### config.mk
export PLATFORM = sky130hd
export DESIGN_NAME = tdm_demux4
export DESIGN_NICKNAME = d
export VERILOG_FILES = /design/src/rtl/tdm_demux4.sv
export SDC_FILE = /design/constraint.sdc
export NUM_CORES = 1
export LEC_CHECK = 0
export ABC_AREA = 0
export BUFFER_PORTS_ARGS = -buffer_cell sky130_fd_sc_hd__buf_2
export CAP_MARGIN = 20
export CORE_AREA = 2 2 39 41
export DETAILED_ROUTE_END_ITERATION = 8
export DIE_AREA = 0 0 41 43
export SLEW_MARGIN = 20
export SYNTH_ARGS = -nofsm -noshare
export SYNTH_HDL_FRONTEND = slang
export SYNTH_SLANG_ARGS = --single-unit
### constraint.sdc
create_clock -name clk -period 2 [get_ports clk]
set_clock_uncertainty 0.1 [all_clocks]
set_input_delay 0.4 -clock clk [delete_from_list [all_inputs] [get_ports clk]]
set_output_delay 0.4 -clock clk [all_outputs]
set_load 0.02 [all_outputs]
### src/rtl/tdm_demux4.sv
// tdm_demux4: 4-slot TDM receiver that rebuilds four parallel channels from one serial stream.
// Define TDM_FLYWHEEL_EN to ride through up to SYNC_MISS_MAX consecutive missing syncs while locked.
module tdm_demux4 #(
  parameter int unsigned W = 1
`ifdef TDM_FLYWHEEL_EN
  ,
  parameter int unsigned SYNC_MISS_MAX = 2
`endif
) (
  input  logic         clk,
  input  logic         rst_n,
  input  logic         en,
  input  logic [W-1:0] din,
  input  logic         sync,
  output logic [W-1:0] O0,
  output logic [W-1:0] O1,
  output logic [W-1:0] O2,
  output logic [W-1:0] O3,
  output logic [1:0]   S,
  output logic         frame_valid,
  output logic         locked,
  output logic         sync_err
);

  typedef enum logic [0:0] {StHunt, StLock} state_e;

  state_e       state;
  logic [W-1:0] shadow0, shadow1, shadow2;

`ifdef TDM_FLYWHEEL_EN
  localparam int unsigned MissW = (SYNC_MISS_MAX < 1) ? 1 : $clog2(SYNC_MISS_MAX + 1);
  logic [MissW-1:0] miss_cnt;
`endif

  assign locked = (state == StLock);

  always_ff @(posedge clk) begin
    if (!rst_n) begin
      state       <= StHunt;
      S           <= 2'd0;
      shadow0     <= '0;
      shadow1     <= '0;
      shadow2     <= '0;
      O0          <= '0;
      O1          <= '0;
      O2          <= '0;
      O3          <= '0;
      frame_valid <= 1'b0;
      sync_err    <= 1'b0;
`ifdef TDM_FLYWHEEL_EN
      miss_cnt    <= '0;
`endif
    end else begin
      frame_valid <= 1'b0;
      sync_err    <= 1'b0;
      if (en) begin
        unique case (state)
          StHunt: begin
            if (sync) begin
              shadow0 <= din;
              S       <= 2'd1;
              state   <= StLock;
            end
          end
          StLock: begin
            if (sync) begin
              // Any sync restarts the frame; mid-frame it drops the partial frame.
              shadow0 <= din;
              S       <= 2'd1;
              if (S != 2'd0) begin
                sync_err <= 1'b1;
              end
`ifdef TDM_FLYWHEEL_EN
              else begin
                miss_cnt <= '0;
              end
`endif
            end else begin
              unique case (S)
                2'd0: begin
                  sync_err <= 1'b1;
`ifdef TDM_FLYWHEEL_EN
                  if (miss_cnt == MissW'(SYNC_MISS_MAX)) begin
                    state    <= StHunt;
                    miss_cnt <= '0;
                  end else begin
                    miss_cnt <= miss_cnt + 1'b1;
                    shadow0  <= din;
                    S        <= 2'd1;
                  end
`else
                  state <= StHunt;
`endif
                end
                2'd1: begin
                  shadow1 <= din;
                  S       <= 2'd2;
                end
                2'd2: begin
                  shadow2 <= din;
                  S       <= 2'd3;
                end
                2'd3: begin
                  // Commit all four channels at once; slot 3 bypasses the shadows.
                  O0          <= shadow0;
                  O1          <= shadow1;
                  O2          <= shadow2;
                  O3          <= din;
                  frame_valid <= 1'b1;
                  S           <= 2'd0;
                end
                default: ;
              endcase
            end
          end
          default: state <= StHunt;
        endcase
      end
    end
  end

endmodule

==> flow_metrics.env, run 1 <==
export IMPL_outcome="complete, no violations"
export IMPL_seqPwrFrac_pct=57.6
export IMPL_final_hold_violation_count=0
export IMPL_grt_antenna_before_repair=0
export IMPL_start_util_pct=38.9
export IMPL_layout_nets=87
export IMPL_ff_latch_area_um2=240
export IMPL_p_clk_share_pct=33.3
export IMPL_drt_wl_total_um=963
export IMPL_area_growth_pct=19.3
export IMPL_period_share_pct=83.4
export IMPL_dp_hpwl_um=711
export IMPL_critPathMaxStageDelay_ns=0.46
export IMPL_power_net_switching_uw=105
export IMPL_syn_nets=70
export IMPL_die_x_um=41
export IMPL_synthDistinctLibCells=18
export IMPL_grt_start_max_net_pins=10
export IMPL_final_core_util_pct=46.4
export IMPL_via_count=441
export IMPL_synth_top_area_share_pct=44.7
export IMPL_internal_power_uw=327
export IMPL_postSynthCellCount=58
export IMPL_switching_share_pct=24.3
export IMPL_seq_area_frac_synth_pct=44.7
export IMPL_drt_pass1_iterations=4
export IMPL_antenna_cells=0
export IMPL_viasPerCell=4.96
export IMPL_finalMaxSlewViolations=0
export IMPL_grt_pass1_vias=360
export IMPL_clock_sinks=12
export IMPL_port_buffers=13
export IMPL_postCtsHoldBufs=0
export IMPL_vdd_ir_drop_max_uv=285
export IMPL_async_reset_ff_share_pct=0
export IMPL_path_clk_slew_ns=0.07
export IMPL_drc=0
export IMPL_num_fill_cells=145
export IMPL_fmax_ghz=0.599
export IMPL_die_h_um=43
export IMPL_post_place_ws_ns=0.340
export IMPL_fin_hold_ws_ns=0.301
export IMPL_setup_slack_ns=0.332
export IMPL_setup_violations=0
export IMPL_min_period_ns=1.67
export IMPL_grt_overflow=0
export IMPL_start_kind="flop"
export IMPL_hp_class="in -> reg"
export IMPL_numCtsBuffers=3
export IMPL_io_pins=14
export IMPL_end_kind="flop"
export IMPL_ant_nets=0
export IMPL_grt_pass1_wl_um=1570
export IMPL_grtUsageTotal_pct=13.5
export IMPL_powerDensity_nw_per_um2=673
export IMPL_gp_congestion=0.663
export IMPL_leakage_uw=0.000314
export IMPL_timing_setup_critical_path_class="reg -> reg"
export IMPL_cp_max_fo=6
export IMPL_cts_resized=0
export IMPL_htree_levels=1
export IMPL_synth_edf_count=0
export IMPL_synth_avg_cell_area_um2=9.28
export IMPL_synth_common_cells="dfxtp_1 (12), nand2_1 (9), ha_1 (7)"
export IMPL_drive_above_1_share_pct=24.7
export IMPL_setup_tns_ns=0
export IMPL_ys_top_cells_by_area="dfxtp_1 (45%), ha_1 (16%), nand2_1 (6.3%)"
export IMPL_critPathTopFamily="simple AND/OR/NAND/NOR gates"
export IMPL_multiInputGateArea_um2=279
export IMPL_p_comb_share_pct=9.1
export IMPL_worstPathArrival_ns=1.73
export IMPL_relSlewSlack_pct=80.4
export IMPL_worst_pin_slew_ns=0.292
export IMPL_yosysWarnings=0
export IMPL_cts_root_buf="clkbuf_4"
export IMPL_worst_path_buf_inv=1
export IMPL_required_ns=2.06
export IMPL_synth_ff_latch_count=12
export IMPL_clk_path_buf_depth=2
export IMPL_rows=14
export IMPL_clock_latency_ns=0.26
export IMPL_wl_per_cell_um=10.8
export IMPL_synthesis_area_um2=538
export IMPL_rsz0062_at_grt="no"
export IMPL_drt_iter0_drc=10
export IMPL_slowest_stage="or4_1"
export IMPL_path_cells="inv_1 -> ha_1 -> nor2_1 -> or4_1 -> o211a_1"
export IMPL_coreArea_um2=1380
export IMPL_postCtsSetupBuffers=0
export IMPL_synth_top_area_cell="dfxtp_1"
export IMPL_power_uw=432
export IMPL_synth_flop_cell="dfxtp_1"
export IMPL_dieArea_um2=1760
export IMPL_cts_tree="built"
export IMPL_cap_violations=0
export IMPL_synth_most_common_cell="dfxtp_1"
## per-layer routing
layer	up-vias	GRT usage (%)	wire length (um)
li1	233	-	-
met1	189	20.2	475
met2	17	15.0	400
met3	2	4.71	73
met4	0	10.0	12
met5	-	0	0
## registers in the layout, summed over array words and instances (netlist names)
name	cells
S	2
locked	1
O3	1
O0	1
shadow2	1
O1	1
shadow0	1
frame_valid	1
O2	1
sync_err	1
shadow1	1
## final cells by class
| type | instances | area share (%) |
|---|---|---|
| tap | 16 | 3.12 |
| multi-input combinational | 41 | 43.5 |
| clock buffer | 3 | 3.51 |
| timing repair buffer | 13 | 10.1 |
| inverter | 4 | 2.34 |
| sequential | 12 | 37.4 |
## cells in the final DEF, fill, tap and decap left out
cell type	Yosys	routed
mux2i_1	2	2
nand3_1	5	5
o21ai_0	4	4
nand2_2	1	1
nor3_1	1	1
a311oi_1	1	1
a21oi_1	3	3
nor2_1	2	2
nand2_1	9	9
o22ai_1	1	1
and3b_2	1	1
inv_1	4	4
buf_2	0	13
nand4b_1	1	1
ha_1	7	7
or4_1	2	2
o211a_1	1	1
clkbuf_4	0	3
dfxtp_1	12	12
## final timing paths
path | to | cells past startpoint | from | slack [ns]
hold / removal | shadow0$_SDFFE_PN0P_ | 3 | din | 0.30
setup / recovery | S[0]$_SDFFE_PN0P_ | 5 | S[0]$_SDFFE_PN0P_ | 0.33
setup reg to reg | S[0]$_SDFFE_PN0P_ | 5 | S[0]$_SDFFE_PN0P_ | 0.33
hold reg to reg | O0$_SDFFE_PN0P_ | 2 | O0$_SDFFE_PN0P_ | 0.35
## worst register-to-register path, stage by stage (launching register included)
cell	delay (ns)
dfxtp_1	0.42
inv_1	0.11
ha_1	0.28
nor2_1	0.05
or4_1	0.46
o211a_1	0.14
## per-stage QoR
stage | area [um^2] | instances
floorplan | 538 | 58
detailed placement | 619 | 86
CTS | 642 | 89
global placement | 619 | 86
finish | 642 | 89
global route | 642 | 89
## power groups by stage
stage / Sequential [uW] / Clock, uW / Combinational [uW]
floorplan: 258 / 0 / 19.8
global placement: 254 / 0 / 39.3
detailed placement: 254 / 0 / 39.1
CTS: 249 / 150 / 39.5
global route: 250 / 166 / 44.8
finish: 249 / 144 / 39.4
## cell families after synthesis
logic type,share of synthesized area (%)
mux,3.72
compound gates,11.2
flops,44.7
simple gates,20.7
fa+ha+maj,16.3
buf+inv,3.49
(Power assumes the default switching activity.)
==> run 2: changes to the inputs <==
==> constraint.sdc (replaced) <==
create_clock -name clk -period 1.65 [get_ports clk]
set_clock_uncertainty 0.1 [all_clocks]
set_input_delay 0.33 -clock clk [delete_from_list [all_inputs] [get_ports clk]]
set_output_delay 0.33 -clock clk [all_outputs]
set_load 0.02 [all_outputs]
==> run 2 against run 1 <==
Wire length is 4.4% higher. Core utilization is 2.1 points higher. Die area stayed put. Sequential share of layout area is 0.49 points lower. Register-to-register slack worse by 0.27 ns. First-iteration DRC count is 50% lower. Sequential cell count stayed put. Power is 37% higher. Non-clock buffer count is 1 higher. Global-route usage is 0.34 points higher. Critical path type unchanged. Largest power group unchanged.
==> flow_metrics.env, run 2 (synthesis results as in run 1) <==
export IMPL_top_layer_used="met4"
export IMPL_timing_setup_critical_path_class="reg -> reg"
export IMPL_r2r_cells=5
export IMPL_finalInstanceArea_um2=671
export IMPL_end_kind="flop"
export IMPL_drc=0
export IMPL_wl_per_cell_um=11.0
export IMPL_die_x_um=41
export IMPL_grt_pass1_wl_um=1650
export IMPL_r2r_start="S[1]$_SDFFE_PN0P_"
export IMPL_hp_class="in -> reg"
export IMPL_viasPerCell=4.91
export IMPL_cap_violations=0
export IMPL_dieArea_um2=1760
export IMPL_gp_congestion=0.679
export IMPL_period_share_pct=96.0
export IMPL_finalMaxSlewViolations=0
export IMPL_clock_latency_ns=0.27
export IMPL_largest_register_ffs=2
export IMPL_p_comb_share_pct=8.6
export IMPL_required_ns=1.72
export IMPL_worst_pin_slew_ns=0.294
export IMPL_cp_max_fo=7
export IMPL_switching_share_pct=24.3
export IMPL_wl_met3_um=51
export IMPL_coreArea_um2=1380
export IMPL_wl_met2_um=408
export IMPL_port_buffers=13
export IMPL_die_h_um=43
export IMPL_layout_commonest_cell="buf_2"
export IMPL_min_period_ns=1.58
export IMPL_htree_levels=1
export IMPL_hp_start="din"
export IMPL_whs_path_depth=3
export IMPL_drt_wl_total_um=1010
export IMPL_path_clk_slew_ns=0.08
export IMPL_startpoint="S[1]$_SDFFE_PN0P_"
export IMPL_post_place_ws_ns=0.0227
export IMPL_power_net_switching_uw=144
export IMPL_io_pins=14
export IMPL_grt_start_max_net_pins=10
export IMPL_drt_iter0_drc=5
export IMPL_start_util_pct=38.9
export IMPL_clk_path_buf_depth=2
export IMPL_vdd_ir_drop_max_uv=382
export IMPL_cts_root_buf="clkbuf_4"
export IMPL_dp_hpwl_um=730
export IMPL_final_hold_violation_count=0
export IMPL_drt_pass1_iterations=4
export IMPL_antenna_cells=0
export IMPL_layout_nets=88
export IMPL_powerDensity_nw_per_um2=881
export IMPL_p_clk_share_pct=40.7
export IMPL_area_growth_pct=24.7
export IMPL_clock_sinks=12
export IMPL_grt_antenna_before_repair=0
export IMPL_via_count=447
export IMPL_final_core_util_pct=48.5
export IMPL_layout_common_cells="buf_2 (13), dfxtp_1 (10), nand2_1 (9)"
export IMPL_seqPwrFrac_pct=50.7
export IMPL_relSlewSlack_pct=80.3
export IMPL_setup_violations=0
export IMPL_fmax_ghz=0.631
export IMPL_internal_power_uw=447
export IMPL_place_area_um2=622
export IMPL_worstPathArrival_ns=1.66
export IMPL_setup_slack_ns=0.0662
export IMPL_outcome="complete, no violations"
export IMPL_grt_pass1_vias=374
export IMPL_num_fill_cells=127
export IMPL_leakage_uw=0.000327
export IMPL_grt_overflow=0
export IMPL_ant_nets=0
export IMPL_drive_above_1_share_pct=30.7
export IMPL_start_kind="flop"
export IMPL_cts_tree="built"
export IMPL_rows=14
export IMPL_numCtsBuffers=3
export IMPL_wl_met1_um=521
export IMPL_regMostFlops="S"
export IMPL_fin_hold_ws_ns=0.216
export IMPL_grtUsageTotal_pct=13.9
==> run 2: layout make-up <==
| cell class | count | area [um^2] | share of cell area [%] |
|---|---|---|---|
| tap | 16 | 20.0 | 2.99 |
| inverter | 4 | 15.0 | 2.24 |
| clock buffer | 4 | 36.3 | 5.41 |
| sequential | 12 | 248 | 36.9 |
| multi-input combinational | 41 | 279 | 41.6 |
| timing repair buffer | 14 | 72.6 | 10.8 |
==> run 2: worst max-delay path: stages, from the launching register on <==
cell,delay [ns]
dfxtp_4,0.38
inv_1,0.06
ha_1,0.27
nor2_1,0.05
or4_1,0.47
o211a_1,0.14
==> run 2: metal layers <==
metal  up-vias  GRT usage [%]
li1        236              -
met1       194           19.7
met5         -              0
met4         0           10.0
met3         5           3.14
met2        12           17.5
==> run 2: what timing repair did <==
item,4_1_cts,5_1_grt
setup buffers,0,1
hold endpoints to repair,0,0
resized for setup,0,3
setup endpoints to repair,0,2
hold buffers,0,0
==> run 2: path summary, 6_finish.rpt <==
check	to	slack, ns
setup / recovery	S[0]$_SDFFE_PN0P_	0.07
hold / removal	shadow0$_SDFFE_PN0P_	0.22
setup reg to reg	S[0]$_SDFFE_PN0P_	0.07
hold reg to reg	O0$_SDFFE_PN0P_	0.36
==> run 2: power by group through the flow <==
| stage | Combinational [uW] | Sequential, uW | Clock [uW] |
|---|---|---|---|
| floorplan | 24.1 | 313 | 0 |
| global route | 58.3 | 301 | 259 |
| detailed placement | 47.7 | 309 | 0 |
| finish | 50.8 | 300 | 240 |
| global placement | 47.1 | 308 | 0 |
| CTS | 47.8 | 302 | 239 |
==> run 2: per-stage QoR <==
step | total power, uW | setup TNS (ns) | instances
finish | 591 | 0 | 91
global route | 618 | -0.00379 | 91
detailed placement | 357 | 0 | 86
global placement | 356 | 0 | 86
CTS | 589 | 0 | 90
floorplan | 337 | 0 | 58
==> run 3: changes to the inputs <==
--- a/config.mk
+++ b/config.mk
@@ -9,6 +9,7 @@
 export BUFFER_PORTS_ARGS = -buffer_cell sky130_fd_sc_hd__buf_2
 export CAP_MARGIN = 20
 export CORE_AREA = 2 2 39 41
+export CTS_BUF_LIST = sky130_fd_sc_hd__clkbuf_8
 export DETAILED_ROUTE_END_ITERATION = 8
 export DIE_AREA = 0 0 41 43
 export SLEW_MARGIN = 20
==> constraint.sdc (replaced) <==
create_clock -name clk -period 1.9 [get_ports clk]
set_clock_uncertainty 0.1 [all_clocks]
set_input_delay 0.38 -clock clk [delete_from_list [all_inputs] [get_ports clk]]
set_output_delay 0.38 -clock clk [all_outputs]
set_load 0.02 [all_outputs]
==> run 3 against run 2 <==
Sequential cell count unchanged. First-iteration DRC count increased by 40%. Via count is the same. Register-to-register slack improved by 0.17 ns. Power shrank 11%. Wire length decreased by 4.1%. Critical endpoint unchanged. Critical path depth stayed put. Non-clock buffer count down 1. Sequential power down 12%. Setup slack improved by 0.17 ns.
==> flow_metrics.env, run 3 (synthesis results as in run 1) <==
export IMPL_grt_antenna_before_repair=0
export IMPL_drive_above_1_share_pct=24.7
export IMPL_path_clk_slew_ns=0.05
export IMPL_drt_iter0_drc=7
export IMPL_htree_levels=1
export IMPL_coreArea_um2=1380
export IMPL_grt_start_max_net_pins=10
export IMPL_end_kind="flop"
export IMPL_regMostFlops="S"
export IMPL_drt_pass1_iterations=4
export IMPL_cap_violations=0
export IMPL_layout_commonest_cell="buf_2"
export IMPL_layout_common_cells="buf_2 (13), dfxtp_1 (12), nand2_1 (9)"
export IMPL_multiInputGateArea_um2=279
export IMPL_r2r_cells=5
export IMPL_numCtsBuffers=3
export IMPL_clk_path_buf_depth=2
export IMPL_required_ns=1.93
export IMPL_grt_pass1_vias=367
export IMPL_vdd_ir_drop_max_uv=354
export IMPL_whs_path_depth=3
export IMPL_postCtsSetupBuffers=0
export IMPL_fmax_ghz=0.600
export IMPL_critPathMaxStageDelay_ns=0.46
export IMPL_postCtsHoldBufs=0
export IMPL_path_cells="inv_1 -> ha_1 -> nor2_1 -> or4_1 -> o211a_1"
export IMPL_powerDensity_nw_per_um2=797
export IMPL_die_h_um=43
export IMPL_cts_tree="built"
export IMPL_rsz0062_at_grt="no"
export IMPL_timing_setup_critical_path_class="reg -> reg"
export IMPL_num_fill_cells=142
export IMPL_worstPathArrival_ns=1.69
export IMPL_finalInstanceArea_um2=661
export IMPL_ant_nets=0
export IMPL_viasPerCell=5.02
export IMPL_cts_root_buf="clkbuf_8"
export IMPL_gp_congestion=0.663
export IMPL_hp_class="in -> reg"
export IMPL_cts_resized=0
export IMPL_drc=0
export IMPL_wl_per_cell_um=10.8
export IMPL_dp_hpwl_um=711
export IMPL_rows=14
export IMPL_layout_nets=87
export IMPL_clock_latency_ns=0.23
export IMPL_via_count=447
export IMPL_drt_wl_total_um=964
export IMPL_relSlewSlack_pct=79.7
export IMPL_setup_tns_ns=0
export IMPL_port_buffers=13
export IMPL_start_kind="flop"
export IMPL_setup_violations=0
export IMPL_dieArea_um2=1760
export IMPL_grt_pass1_wl_um=1590
export IMPL_min_period_ns=1.67
export IMPL_slowest_stage="or4_1"
export IMPL_power_uw=526
export IMPL_grtUsageTotal_pct=13.6
export IMPL_clock_sinks=12
export IMPL_ff_latch_area_um2=240
export IMPL_outcome="complete, no violations"
export IMPL_antenna_cells=0
export IMPL_area_growth_pct=22.8
export IMPL_grt_overflow=0
export IMPL_die_x_um=41
export IMPL_io_pins=14
export IMPL_final_hold_violation_count=0
export IMPL_place_area_um2=619
export IMPL_cp_max_fo=6
export IMPL_leakage_uw=0.000322
export IMPL_finalMaxSlewViolations=0
export IMPL_worst_pin_slew_ns=0.303
export IMPL_largest_register_ffs=2
export IMPL_start_util_pct=38.9
export IMPL_period_share_pct=87.7
==> run 3: routing by layer <==
layer | up-vias | GRT usage, % | wire, um
li1 | 234 | - | -
met1 | 191 | 19.5 | 458
met2 | 20 | 15.9 | 414
met3 | 2 | 4.71 | 83
met4 | 0 | 10.0 | 8
met5 | - | 0 | 0
==> run 3: worst paths after layout <==
check / slack, ns / end / from
worst min-delay path: 0.32 / shadow0$_SDFFE_PN0P_ / din
worst max register to register: 0.23 / S[0]$_SDFFE_PN0P_ / S[0]$_SDFFE_PN0P_
worst max-delay path: 0.23 / S[0]$_SDFFE_PN0P_ / S[0]$_SDFFE_PN0P_
worst min register to register: 0.35 / O0$_SDFFE_PN0P_ / O0$_SDFFE_PN0P_
==> run 3: worst max-delay path, delay by kind of cell (launching register included) <==
family                     cells  cell delay, ns
buffers and inverters          1            0.11
DFF                            1            0.42
AOI/OAI and AO/OA              1            0.14
and+or+nand+nor                2            0.51
adders and majority gates      1            0.28
==> run 3: stage by stage <==
stage / worst slack [ns] / util, % / hold slack (ns) / std cells
finish: 0.234 / 47.7 / 0.317 / 89
floorplan: 0.156 / - / 0.337 / 58
detailed placement: 0.240 / 44.8 / 0.345 / 86
global route: 0.116 / 47.7 / 0.356 / 89
global placement: 0.234 / 44.8 / 0.342 / 86
CTS: 0.234 / 47.7 / 0.314 / 89
==> run 3: area by class of cell <==
| type | count | area share [%] |
|---|---|---|
| timing repair buffer | 13 | 9.85 |
| clock buffer | 3 | 6.25 |
| inverter | 4 | 2.27 |
| tap | 16 | 3.03 |
| multi-input combinational | 41 | 42.2 |
| sequential | 12 | 36.4 |
==> run 3: where the power goes <==
group | total (uW) | switching [uW] | internal, uW
combinational | 41.2 | 26.1 | 15.1
clock | 222 | 83.3 | 139
sequential | 263 | 5.74 | 257
